## config.mk

```make
export PLATFORM = sky130hd
export DESIGN_NAME = desc_alloc_rr_queue
export DESIGN_NICKNAME = d
export VERILOG_FILES = /design/src/rtl/desc_alloc_rr_queue.sv
export SDC_FILE = /design/constraint.sdc
export NUM_CORES = 1
export LEC_CHECK = 0
export CAP_MARGIN = 0
export CELL_PAD_IN_SITES_DETAIL_PLACEMENT = 0
export CELL_PAD_IN_SITES_GLOBAL_PLACEMENT = 2
export CORE_MARGIN = 5
export CORE_UTILIZATION = 44
export DETAILED_ROUTE_END_ITERATION = 12
export PLACE_DENSITY = 0.86
export SLEW_MARGIN = 0
export SYNTH_ARGS = -nofsm -noshare
export SYNTH_HDL_FRONTEND = slang
export SYNTH_SLANG_ARGS = --single-unit
```

## constraint.sdc

```tcl
create_clock -name axi_aclk -period 11.5 [get_ports axi_aclk]
set_input_delay 2.3 -clock axi_aclk [delete_from_list [all_inputs] [get_ports axi_aclk]]
set_output_delay 2.3 -clock axi_aclk [all_outputs]
set_load 0.01 [all_outputs]
```

## src/rtl/desc_alloc_rr_queue.sv

```systemverilog
// rtl/desc_alloc_rr_queue.sv - round-robin descriptor allocator feeding read/write ID queues
module desc_id_fifo #(
    parameter int DEPTH = 16,
    parameter int ID_W  = 4
) (
    input  logic            clk,
    input  logic            rst,
    input  logic            push,
    input  logic [ID_W-1:0] push_id,
    input  logic            pop,
    output logic [ID_W-1:0] head_id,
    output logic [ID_W:0]   count,
    output logic            full
);
    logic [ID_W-1:0] mem [DEPTH];
    logic [ID_W-1:0] wptr;
    logic [ID_W-1:0] rptr;

    // Storage is cleared so the head reads 0 out of reset.
    always_ff @(posedge clk or posedge rst) begin
        if (rst) begin
            for (int i = 0; i < DEPTH; i++) begin
                mem[i] <= '0;
            end
            wptr  <= '0;
            rptr  <= '0;
            count <= '0;
        end else begin
            if (push) begin
                mem[wptr] <= push_id;
                wptr      <= wptr + 1'b1;
            end
            if (pop) begin
                rptr <= rptr + 1'b1;
            end
            case ({push, pop})
                2'b10:   count <= count + 1'b1;
                2'b01:   count <= count - 1'b1;
                default: count <= count;
            endcase
        end
    end

    assign head_id = mem[rptr];
    assign full    = (count == (ID_W+1)'(DEPTH));
endmodule

module desc_alloc_rr_queue #(
    parameter int MAX_DESC = 16,
    localparam int ID_W    = $clog2(MAX_DESC)
) (
    input  logic                axi_aclk,
    input  logic                axi_areset,
    input  logic [MAX_DESC-1:0] uc2rb_ownership_reg,
    input  logic [MAX_DESC-1:0] desc_txn_type,
    input  logic                rd_hold,
    input  logic                wr_hold,
    input  logic                rd_req_ready,
    input  logic                wr_req_ready,
    output logic                rd_req_valid,
    output logic [ID_W-1:0]     rd_req_id,
    output logic                wr_req_valid,
    output logic [ID_W-1:0]     wr_req_id,
    output logic [ID_W:0]       rd_count,
    output logic [ID_W:0]       wr_count,
    output logic                dup_own_err
);
    logic [MAX_DESC-1:0] own_ff;
    logic [MAX_DESC-1:0] pend;
    logic [MAX_DESC-1:0] pulse;
    logic [MAX_DESC-1:0] elig;
    logic [MAX_DESC-1:0] grant_vec;
    logic [ID_W-1:0]     rr_ptr;
    logic [ID_W-1:0]     grant_idx;
    logic                grant_vld;
    logic                rd_full;
    logic                wr_full;
    logic                rd_push;
    logic                wr_push;
    logic                rd_pop;
    logic                wr_pop;

    assign pulse = uc2rb_ownership_reg & ~own_ff;

    // A full queue only blocks descriptors headed for that queue.
    assign elig = pend & ((desc_txn_type & {MAX_DESC{~rd_full}}) |
                          (~desc_txn_type & {MAX_DESC{~wr_full}}));

    // Scan from the highest offset down so the nearest eligible bit at/after rr_ptr wins.
    always_comb begin
        logic [ID_W-1:0] idx;
        grant_vld = 1'b0;
        grant_idx = '0;
        for (int k = MAX_DESC - 1; k >= 0; k--) begin
            idx = rr_ptr + ID_W'(k);
            if (elig[idx]) begin
                grant_vld = 1'b1;
                grant_idx = idx;
            end
        end
    end

    assign grant_vec = MAX_DESC'(grant_vld) << grant_idx;
    assign rd_push   = grant_vld &  desc_txn_type[grant_idx];
    assign wr_push   = grant_vld & ~desc_txn_type[grant_idx];

    always_ff @(posedge axi_aclk or posedge axi_areset) begin
        if (axi_areset) begin
            own_ff      <= '0;
            pend        <= '0;
            rr_ptr      <= '0;
            dup_own_err <= 1'b0;
        end else begin
            own_ff      <= uc2rb_ownership_reg;
            pend        <= pulse | (pend & ~grant_vec);
            dup_own_err <= dup_own_err | (|(pulse & pend & ~grant_vec));
            if (grant_vld) begin
                rr_ptr <= grant_idx + 1'b1;
            end
        end
    end

    assign rd_req_valid = (rd_count != '0) & ~rd_hold;
    assign wr_req_valid = (wr_count != '0) & ~wr_hold;
    assign rd_pop       = rd_req_valid & rd_req_ready;
    assign wr_pop       = wr_req_valid & wr_req_ready;

    desc_id_fifo #(.DEPTH(MAX_DESC), .ID_W(ID_W)) u_rd_q (
        .clk     (axi_aclk),
        .rst     (axi_areset),
        .push    (rd_push),
        .push_id (grant_idx),
        .pop     (rd_pop),
        .head_id (rd_req_id),
        .count   (rd_count),
        .full    (rd_full)
    );

    desc_id_fifo #(.DEPTH(MAX_DESC), .ID_W(ID_W)) u_wr_q (
        .clk     (axi_aclk),
        .rst     (axi_areset),
        .push    (wr_push),
        .push_id (grant_idx),
        .pop     (wr_pop),
        .head_id (wr_req_id),
        .count   (wr_count),
        .full    (wr_full)
    );
endmodule

```

==> flow_metrics.py <==
metrics = {
    "outcome": {
        "status": "finished clean",
    },
    "synthesis": {
        "yosysSeqAreaShare_pct": 36.4,
        "avgSynthCellArea_um2": 10.0,
        "yosysTopAreaCell": "dfrtp_1",
        "async_reset_ff_share_pct": 100,
        "synthDistinctLibCells": 88,
        "synth-seq-cells": 191,
        "yosys.area.top_type_share_pct": 36.4,
        "postSynthCellCount": 1314,
        "synth_area_leaders": "dfrtp_1 (36%), mux4_2 (8.9%), o21ai_0 (3.8%), o31ai_1 (3.4%), nand2_1 (2.9%)",
        "synth.most_common_cell": "dfrtp_1",
        "synth_edf_count": 0,
        "netlist_area_um2": 13100,
        "ys.warnings.count": 0,
        "synth_nets": 1380,
        "synth-main-ff-cell": "dfrtp_1",
        "synthTopCellsByCount": "dfrtp_1 (191), nand2_1 (102), o21ai_0 (100), o31ai_1 (60), clkbuf_1 (56)",
    },
    "setup_path": {
        "r2r-start": "rr_ptr[0]",
        "crit_slowest_cell": "a21o_1",
        "path_cells": "clkdlybuf4s50_1, nand2b_1, o221ai_1, mux4_2, a2111oi_2, and2_1, nor3_1, o311a_1, o211ai_1, a21o_1, mux2_2, o211ai_2, a21oi_4, buf_4, nor2_1, ha_1, ha_1, a21o_1, a21oi_1, xor2_1, nor2_1, xor2_1",
        "worstPathMaxFanout": 41,
        "r2r_slack_ps": 2810,
        "crit_arrival_ps": 9410,
        "crit_path_end_kind": "flop",
        "r2r_cells": 25,
        "slowest_delay_ps": 880,
        "cp.required_ps": 11810,
        "critPathBufInv": 2,
        "start_kind": "input pin",
        "worstSetupPathType": "in2reg",
        "worst_r2r_endpoint": "u_rd_q.count[4]",
        "cp_top_family": "compound AO/OA/AOI/OAI gates",
    },
    "detailed_routing": {
        "drt_iter0_markers": 1185,
        "via_per_inst": 6.43,
        "drc": 0,
        "dr_wl_met2_mm": 18.8,
        "first_pass_iters": 5,
        "ant_nets": 0,
        "num_vias": 11000,
        "top_layer": "met4",
        "wirelength_mm": 39.6,
        "drt-met1-wl_mm": 17.1,
        "wire_per_inst_um": 23.0,
        "met3_length_mm": 2.42,
    },
    "sta": {
        "worstMarginPinSlew_ps": 1060,
        "relSlewSlack_pct": 29.6,
        "finalMaxSlewViolations": 0,
        "fin_skew_ps": 17.3,
        "timing.final.crit_share_pct": 79.2,
        "rsz0062_at_grt": "false",
        "min_period_ps": 9100,
        "hold_viol_final": 0,
        "fmax_ghz": 0.110,
        "finalSetupViolCount": 0,
        "tns_ps": 0,
    },
    "floorplan": {
        "initial_core_util_pct": 44.5,
        "fp.dieH_um": 183,
        "die-area_um2": 33400,
        "rows": 63,
        "num_io_pins": 59,
        "die_w_um": 183,
        "core_area_um2": 29600,
    },
    "clock_tree": {
        "numClockSinks": 191,
        "clock-root-buffer": "clkbuf_16",
        "cts_setup_buffers": 0,
        "cts_max_level": 4,
        "cts_tree": "yes",
        "clockBufferDepth": 2,
        "cts_buffers": 17,
        "clk_latency_ps": 460,
        "cts_resized": 0,
        "ctsHoldBuffers": 0,
        "path_clk_slew_ps": 80,
    },
    "placed_design": {
        "gp_congestion": 0.949,
        "io_buffers": 58,
        "dp_hpwl_mm": 27.9,
    },
    "worst_hold_path": {
        "worstHoldPathType": "reg2reg",
        "hold_start": "own_ff[3]",
        "min_to": "pend[3]",
        "hold_depth": 1,
    },
    "cells_and_area": {
        "antenna_cells": 0,
        "areaGrowthSynthToFinish_pct": 10.1,
        "layout-drive-gt1-share_pct": 13.2,
        "final_nets": 1380,
    },
    "grt": {
        "grt_pass1_vias": 10900,
        "grt_overflow_total": 0,
        "antenna_found_initial": 0,
        "grt_pass1_wl_mm": 62.9,
        "grt_max_degree": 120,
        "gr-usage-all-layers_pct": 23.8,
    },
    "flow_run": {
        "cap_viol_max_count": 0,
    },
}
worst max-delay path by stage:
stage | end | cells after the start | startpoint | slack (ps)
after floorplan | dup_own_err | 1 | axi_areset | 4000
after global placement | u_rd_q.count[4] | 22 | desc_txn_type[15] | 2020
after detailed placement | u_rd_q.count[4] | 22 | desc_txn_type[15] | 1900
after CTS | u_rd_q.count[4] | 22 | desc_txn_type[15] | 2380
after global routing | u_rd_q.count[4] | 22 | desc_txn_type[15] | 1810
final | u_rd_q.count[4] | 22 | desc_txn_type[15] | 2400
stage by stage:
step / instance area (um^2) / utilization (%) / instances / setup slack, ps / hold WS [ps]
after floorplan: 13100 / - / 1314 / 4000 / 421
after global placement: 13900 / 47.0 / 1684 / 2020 / 434
after detailed placement: 13900 / 47.0 / 1684 / 1900 / 448
after CTS: 14500 / 48.9 / 1716 / 2380 / 468
after global routing: 14500 / 49.0 / 1717 / 1810 / 491
final: 14500 / 49.0 / 1717 / 2400 / 460
worst reg2reg max path: cells and delay by family (launching register included):
| kind | cells | cell delay (ps) |
|---|---|---|
| and+or+nand+nor | 4 | 880 |
| buffers and inverters | 6 | 2000 |
| AOI/OAI and AO/OA | 8 | 2890 |
| xor gates and xnor gates | 2 | 310 |
| adders and majority gates | 3 | 990 |
| muxes | 2 | 1110 |
| DFF | 1 | 360 |
kinds of logic (layout without fill, tap and decap cells):
| family | Yosys count | after routing | share of synthesized area (%) |
|---|---|---|---|
| AOI/OAI and AO/OA | 451 | 451 | 25.1 |
| and+or+nand+nor | 341 | 341 | 13.0 |
| buffers and inverters | 140 | 153 | 5.06 |
| xor gates and xnor gates | 38 | 38 | 2.53 |
| DFF | 191 | 191 | 36.4 |
| adders and majority gates | 28 | 28 | 2.78 |
| muxes | 125 | 125 | 15.1 |
routing by layer:
layer,GRT usage (%),vias to the layer above
li1,-,5056
met1,32.6,5528
met2,37.6,390
met3,4.94,64
met4,9.06,0
met5,0,-
layout make-up:
class | instances | area (um^2)
tap | 390 | 488
fill | 2723 | 15100
sequential | 191 | 4780
timing repair buffer | 80 | 752
clock buffer | 18 | 439
inverter | 41 | 161
multi-input combinational | 983 | 7730
clock inverter | 14 | 121
cell usage in the layout, fill, tap and decap left out, types with 18 or more instances in the layout:
cell,n
clkdlybuf4s50_1,58
o21ai_1,19
nor3_1,18
buf_4,21
mux2i_1,26
ha_1,26
mux4_2,52
xnor2_1,24
mux2_1,32
nor2_1,54
nand2_1,102
a31oi_1,31
nand3_1,52
o21ai_0,99
o221ai_1,23
o31ai_1,60
o22ai_1,20
dfrtp_1,191
nand2b_1,35
inv_1,39
a21oi_1,47
state kept, by name, indices dropped and copies added (netlist names):
signal,flops
dup_own_err,1
u_rd_q.rptr,4
u_rd_q.count,5
u_wr_q.mem,64
u_wr_q.wptr,4
rr_ptr,4
u_wr_q.rptr,4
pend,16
u_rd_q.mem,64
u_rd_q.wptr,4
u_wr_q.count,5
own_ff,16
Power is left out: the tool's default activity adds up to more than one toggle a clock period on the data nets, which glitch-free logic cannot reach.
